$ cat src/rtl/serial_adder_ctrl.sv
// Bit-serial adder controller: one full-adder cell reused LSB-first over WIDTH bits.
// Latency: WIDTH cycles from accepting edge to done; done lasts one cycle, then IDLE.
// Backpressure: start is sampled only in IDLE; requests during SHIFT/DONE are dropped.
module serial_adder_ctrl #(
  parameter int WIDTH = 8
) (
  input  logic             clk,
  input  logic             rst_n,
  input  logic             start,
  input  logic [WIDTH-1:0] a,
  input  logic [WIDTH-1:0] b,
  input  logic             cin,
  output logic             busy,
  output logic             done,
  output logic [WIDTH-1:0] sum,
  output logic             cout
);

  // One extra counter bit keeps WIDTH=1 legal (clog2(1)=0).
  localparam int CW = (WIDTH > 1) ? $clog2(WIDTH) + 1 : 1;
  localparam logic [CW-1:0] LAST = CW'(WIDTH - 1);

  typedef enum logic [1:0] {
    IDLE  = 2'd0,
    SHIFT = 2'd1,
    DONE  = 2'd2
  } state_t;

  state_t           state;
  logic [WIDTH-1:0] a_sr;
  logic [WIDTH-1:0] b_sr;
  logic [WIDTH-1:0] sum_sr;
  logic [WIDTH-1:0] sum_next;
  logic             carry;
  logic             bit_sum;
  logic             bit_carry;
  logic [CW-1:0]    cnt;

  // Shared full-adder cell and the sum register with the new bit inserted at the MSB.
  always_comb begin
    bit_sum             = a_sr[0] ^ b_sr[0] ^ carry;
    bit_carry           = (a_sr[0] & b_sr[0]) | (a_sr[0] & carry) | (b_sr[0] & carry);
    sum_next            = sum_sr >> 1;
    sum_next[WIDTH-1]   = bit_sum;
  end

  // Control FSM with registered busy/done and result capture on entry to DONE.
  always_ff @(posedge clk or negedge rst_n) begin
    if (!rst_n) begin
      state  <= IDLE;
      busy   <= 1'b0;
      done   <= 1'b0;
      sum    <= '0;
      cout   <= 1'b0;
      a_sr   <= '0;
      b_sr   <= '0;
      sum_sr <= '0;
      carry  <= 1'b0;
      cnt    <= '0;
    end else begin
      case (state)
        IDLE: begin
          if (start) begin
            a_sr   <= a;
            b_sr   <= b;
            carry  <= cin;
            sum_sr <= '0;
            cnt    <= '0;
            state  <= SHIFT;
            busy   <= 1'b1;
          end
        end
        SHIFT: begin
          sum_sr <= sum_next;
          carry  <= bit_carry;
          a_sr   <= a_sr >> 1;
          b_sr   <= b_sr >> 1;
          cnt    <= cnt + CW'(1);
          if (cnt == LAST) begin
            sum   <= sum_next;
            cout  <= bit_carry;
            state <= DONE;
            busy  <= 1'b0;
            done  <= 1'b1;
          end
        end
        DONE: begin
          state <= IDLE;
          done  <= 1'b0;
        end
        default: begin
          state <= IDLE;
          busy  <= 1'b0;
          done  <= 1'b0;
        end
      endcase
    end
  end

endmodule

$ cat config.mk
export PLATFORM = sky130hd
export DESIGN_NAME = serial_adder_ctrl
export DESIGN_NICKNAME = d
export VERILOG_FILES = /design/src/rtl/serial_adder_ctrl.sv
export SDC_FILE = /design/constraint.sdc
export NUM_CORES = 1
export LEC_CHECK = 0
export CAP_MARGIN = 5
export CORE_ASPECT_RATIO = 0.6
export CORE_MARGIN = 2
export CORE_UTILIZATION = 35
export DETAILED_ROUTE_END_ITERATION = 8
export SYNTH_ARGS = -nofsm -noshare
export SYNTH_HDL_FRONTEND = slang
export SYNTH_SLANG_ARGS = --single-unit
export TNS_END_PERCENT = 50
$ cat constraint.sdc
create_clock -name clk -period 4 [get_ports clk]
set_input_delay 0.8 -clock clk [delete_from_list [all_inputs] [get_ports clk]]
set_output_delay 0.8 -clock clk [all_outputs]
set_load 0.02 [all_outputs]
### Yosys cells after proc, flatten, opt, wreduce, memory -nomap -nowiden

Cells that the tools add are included.

| word-level totals | value |
|---|---|
| memory bits (read-only) | 0 |
| register bits | 42 |
| memory bits (writable) | 0 |
| memories kept | 0 |
| logic and storage cells | 50 |
| latch bits | 0 |
| bits of input ports | 20 |

| cells by class | value |
|---|---|
| shift operators | 0 |
| bitwise operators | 9 |
| div/mod/pow operators | 0 |
| $lt $le $gt $ge | 0 |
| multipliers | 0 |
| muxes and demuxes | 18 |
| add/sub/neg operators | 1 |
| equality and inequality tests | 5 |
| reduce and logical (&&, ||, !) cells | 7 |

Operators with widths:

| kind | count |
|---|---|
| one-hot mux 8 bit (2 select lines) | 3 |
| two-way mux 8 bit | 3 |
| one-hot mux 4 bit (2 select lines) | 1 |
| AND reduction 2 bit | 4 |
| adder 4 x 1 -> 4 bit, second input constant | 1 |
| equality test 4 x 3 -> 1 bit, second input constant | 1 |
| two-way mux 1 bit | 4 |
| two-way mux 2 bit | 2 |
| two-way mux 4 bit | 1 |
| != test 2 bit, second input constant | 2 |
| one-hot mux 1 bit (2 select lines) | 2 |
| one-hot mux 2 bit (2 select lines) | 1 |
| bitwise AND 1 bit | 3 |
| one-hot mux 1 bit (3 select lines) | 1 |
| AND reduction 3 bit | 1 |
| equality test 2 x 1 -> 1 bit, second input constant | 1 |
| equality test 2 bit, second input constant | 1 |
| logical NOT 2 bit | 1 |
| inverter 1 bit | 2 |
| OR 1 bit | 2 |
| nonzero test 2 bit | 1 |
| bitwise XOR 1 bit | 2 |

### Logic depth before layout (Yosys ltp)

| depth | value |
|---|---|
| depth after elaboration | 4 |
| depth in mapped cells | 5 |

### Worst setup path before layout

Ideal clock, no wire load.

| timing | value |
|---|---|
| path kind | in2reg |
| start | input start |
| end | register a_sr[2] |
| data required time | 3.868 ns |
| setup slack | 2.462 ns |
| arrival | 1.406 ns |
| stages on the path | 5 |
| cells stage by stage | nor2b_1 buf_4 buf_4 a21oi_1 o21ai_1 |

| between the ends | value |
|---|---|
| cells in the longest elaborated chain, start to end | 2 |

RTL lines:

| element | line | source |
|---|---|---|
| from (decl) | 9 | `input logic start,` |
| != test 2 bit (no source line) | -- |  |
| AND reduction 2 bit (no source line) | -- |  |
| to (signal assigned) | 76 | `a_sr <= a_sr >> 1;` |
| to (decl) | 30 | `logic [WIDTH-1:0] a_sr;` |

Every way passes these cells.
A chain may end at the register's enable or synchronous reset.

### Final worst setup path

| timing | value |
|---|---|
| start | input start |
| end | register cnt[3] |

| between the ends | value |
|---|---|
| cells in the longest elaborated chain, start to end | 2 |

RTL lines:

| element | line | source |
|---|---|---|
| != test 2 bit (no source line) | -- |  |
| AND reduction 2 bit (no source line) | -- |  |
| to (signal assigned) | 78 | `cnt <= cnt + CW'(1);` |
| to (decl) | 37 | `logic [CW-1:0] cnt;` |

Every way passes these cells.

==> impl_metrics.json <==
{
  "yosys-top-cells-area": "dfrtp_1 55%, mux2_4 7.2%, a22oi_1 6.0%",
  "vdd_drop_max_mv": 0.2506,
  "end_kind": "flop",
  "grt_pass1_wl_um": 6382,
  "hold_violations": 0,
  "antenna_found_initial": 0,
  "die-area_sq_mm": 0.005972,
  "power.density_mw_per_mm2": 695.9,
  "die_w_um": 98.44,
  "pin_count": 31,
  "yosysSeqAreaShare_pct": 54.78,
  "power_frac_comb_pct": 37.6,
  "slowest_stage": "o21bai_1",
  "setup_viol": 0,
  "initial_utilization_pct": 36.69,
  "arrival_ps": 2820,
  "synthesis.area_sq_mm": 0.001873,
  "internal-power_mw": 1.012,
  "hpwl_um": 2592,
  "coreArea_sq_mm": 0.005105,
  "yosys.area.top_type_share_pct": 54.78,
  "cts_root_buf": "clkbuf_8",
  "synth_fp_nets": 183,
  "dr.pass1.iters": 4,
  "cts_resized": 0,
  "fillCellCount": 482,
  "syn_inst": 161,
  "drive_gt1_share_pct": 11.70,
  "grt_use_total_pct": 13.85,
  "start_kind": "input port",
  "fp.dieH_um": 60.67,
  "finalPower_mw": 1.578,
  "ys_types": 26,
  "path_max_fanout": 19,
  "ant_nets": 0,
  "clk_latency_ps": 290,
  "p_sw_share_pct": 35.87,
  "skew_ps": 7.522,
  "p_clk_share_pct": 16.9,
  "cts_max_level": 2,
  "cp.buffers_inverters": 2,
  "register_area_sq_mm": 0.001026,
  "cts_buffers": 5,
  "cts.sinks": 41,
  "viasPerCell": 5.272,
  "gr-total-overflow": 0,
  "drtIter0Drc": 52,
  "wirelength_um": 3936,
  "postCtsHoldBufs": 0,
  "synth_area_leader_cell": "dfrtp_1",
  "crit_type": "input port to flop",
  "post_cts_buffers": 0,
  "rsz0062_at_grt": "false",
  "grt_max_degree": 42,
  "antenna-diode-count": 0,
  "grt_pass1_vias": 1330,
  "slowest_delay_ps": 880,
  "cp.depth": 4,
  "critPathRequiredTime_ps": 4210,
  "fmax_mhz": 383.9,
  "r2r_start": "state[0]$_DFFE_PN0P_",
  "fin_nets": 209,
  "globalplace.congestion": 0.7440,
  "slew_headroom_pct": 39.93,
  "drv_cap": 0,
  "ys_ff_latch": 41,
  "path_cells": "clkdlybuf4s50_1, o21bai_1, inv_1, a31oi_1",
  "status": "complete, no violations",
  "min_period_ps": 2605,
  "tightest_slew_ps": 901.0,
  "r2r_setup_slack_ps": 1620,
  "crit_family": "compound AO/OA/AOI/OAI gates",
  "p_switching_uw": 565.9,
  "avgSynthCellArea_sq_um": 11.63,
  "seq_power_share_pct": 45.5,
  "fin_crit_sh_pct": 65.12,
  "layout_setup_ws_ps": 1395,
  "row_count": 20,
  "vias": 1339,
  "port-buffer-count": 30,
  "place_ws_ps": 1099,
  "leakage_nw": 0.9672,
  "drc": 0,
  "multiInputGateArea_sq_um": 762.0,
  "synth_warnings": 0,
  "hold-path-endpoint": "sum_sr[1]$_DFFE_PN0P_",
  "hold_path_depth": 1,
  "cts_tree": "built",
  "min_path_type": "flop to flop",
  "area_growth_pct": 21.04,
  "wl_per_cell_um": 15.50,
  "clock_path_buffers": 2,
  "rr_endpoint": "sum[1]$_DFFE_PN0P_",
  "ff2ff_path_depth": 3,
  "cts.clk_slew.worst_paths_ps": 80,
  "finalSetupTns_ps": 0,
  "slew_viol_final": 0,
  "worstHoldStart": "sum_sr[1]$_DFFE_PN0P_"
}
## metrics by stage
stage / instances / util [%] / hold slack [ps] / instance area, sq um
6_report: 254 / 44.41 / 503.5 / 2267
2_1_floorplan: 161 / - / 444.9 / 1873
3_3_place_gp: 246 / 42.72 / 459.8 / 2181
5_1_grt: 254 / 44.41 / 535.3 / 2267
4_1_cts: 254 / 44.41 / 513.0 / 2267
3_5_place_dp: 246 / 42.72 / 493.4 / 2181
## layout make-up
type / count / share of cell area, %
flip-flops and latches: 41 / 45.25
multi-input cells: 106 / 33.61
repair buffers: 31 / 13.36
well taps: 66 / 3.642
clock buffers: 5 / 3.035
clock inverters: 3 / 0.7726
inverters: 2 / 0.3311
## worst register-to-register path: stages, from the launching register on
cell     delay, ps
dfrtp_1        840
nor2b_4        700
and2_4         400
mux2_4         330
## power groups by stage
stage	clock [mW]	sequential, mW	combinational, mW
floorplan	0	0.729	0.390
global placement	0	0.715	0.574
detailed placement	0	0.724	0.596
CTS	0.275	0.716	0.602
global route	0.291	0.740	0.647
finish	0.266	0.718	0.594
## how the worst max path moves through the flow
stage                               end  slack, ps   from
floorplan           a_sr[2]$_DFFE_PN0P_       2460  start
global placement    b_sr[5]$_DFFE_PN0P_       1190  start
detailed placement  b_sr[3]$_DFFE_PN0P_       1100  start
CTS                  cnt[3]$_DFFE_PN0P_       1410  start
global route        b_sr[4]$_DFFE_PN0P_       1210  start
finish               cnt[3]$_DFFE_PN0P_       1400  start
## cells by family after synthesis
family                     after synthesis  share of synthesized area (%)
DFF                                     41                          54.78
and+or+nand+nor                         29                          9.352
AOI/OAI and AO/OA                       65                          21.78
adders and majority gates                2                          1.737
muxes                                   10                          7.816
buffers and inverters                   14                          4.542
## layer usage
layer | up-vias | global-route usage [%] | share of wire [%]
li1 | 632 | - | -
met1 | 664 | 19.46 | 50
met2 | 36 | 20.41 | 42
met3 | 7 | 4.147 | 5.8
met4 | 0 | 5.675 | 1.5
met5 | - | 0 | 0
## cells in the mapped netlist
cell	count
mux2_4	9
buf_6	1
clkbuf_1	3
ha_1	1
buf_2	5
and2_4	1
mux2_2	1
buf_8	1
nor2b_1	18
nand3_1	1
o21bai_1	1
a21oi_1	20
fa_1	1
a22oi_1	15
nor2b_4	1
dfrtp_1	41
a31oi_1	1
a41oi_1	1
buf_4	2
and3b_1	1
o32ai_1	1
o21ai_1	17
nor2_1	4
inv_1	2
nand2_1	3
a22o_1	9
## flip-flops by register name, summed over array words and instances (netlist names)
signal  flops
busy        1
sum         8
cout        1
cnt         4
sum_sr      7
b_sr        8
carry       1
state       2
done        1
a_sr        8
## layout by cell type, fill, tap and decap left out, types with 2 or more instances in the layout
master | netlist | routed
a21oi_1 | 20 | 20
a22o_1 | 9 | 9
a22oi_1 | 15 | 15
clkbuf_8 | 0 | 5
clkdlybuf4s50_1 | 0 | 29
clkinv_2 | 0 | 2
dfrtp_1 | 41 | 41
inv_1 | 2 | 2
mux2_4 | 9 | 9
nand2_1 | 3 | 3
nor2_1 | 4 | 4
nor2b_1 | 18 | 18
o21ai_1 | 17 | 17
Note: power is estimated with default switching activity, not from simulation.
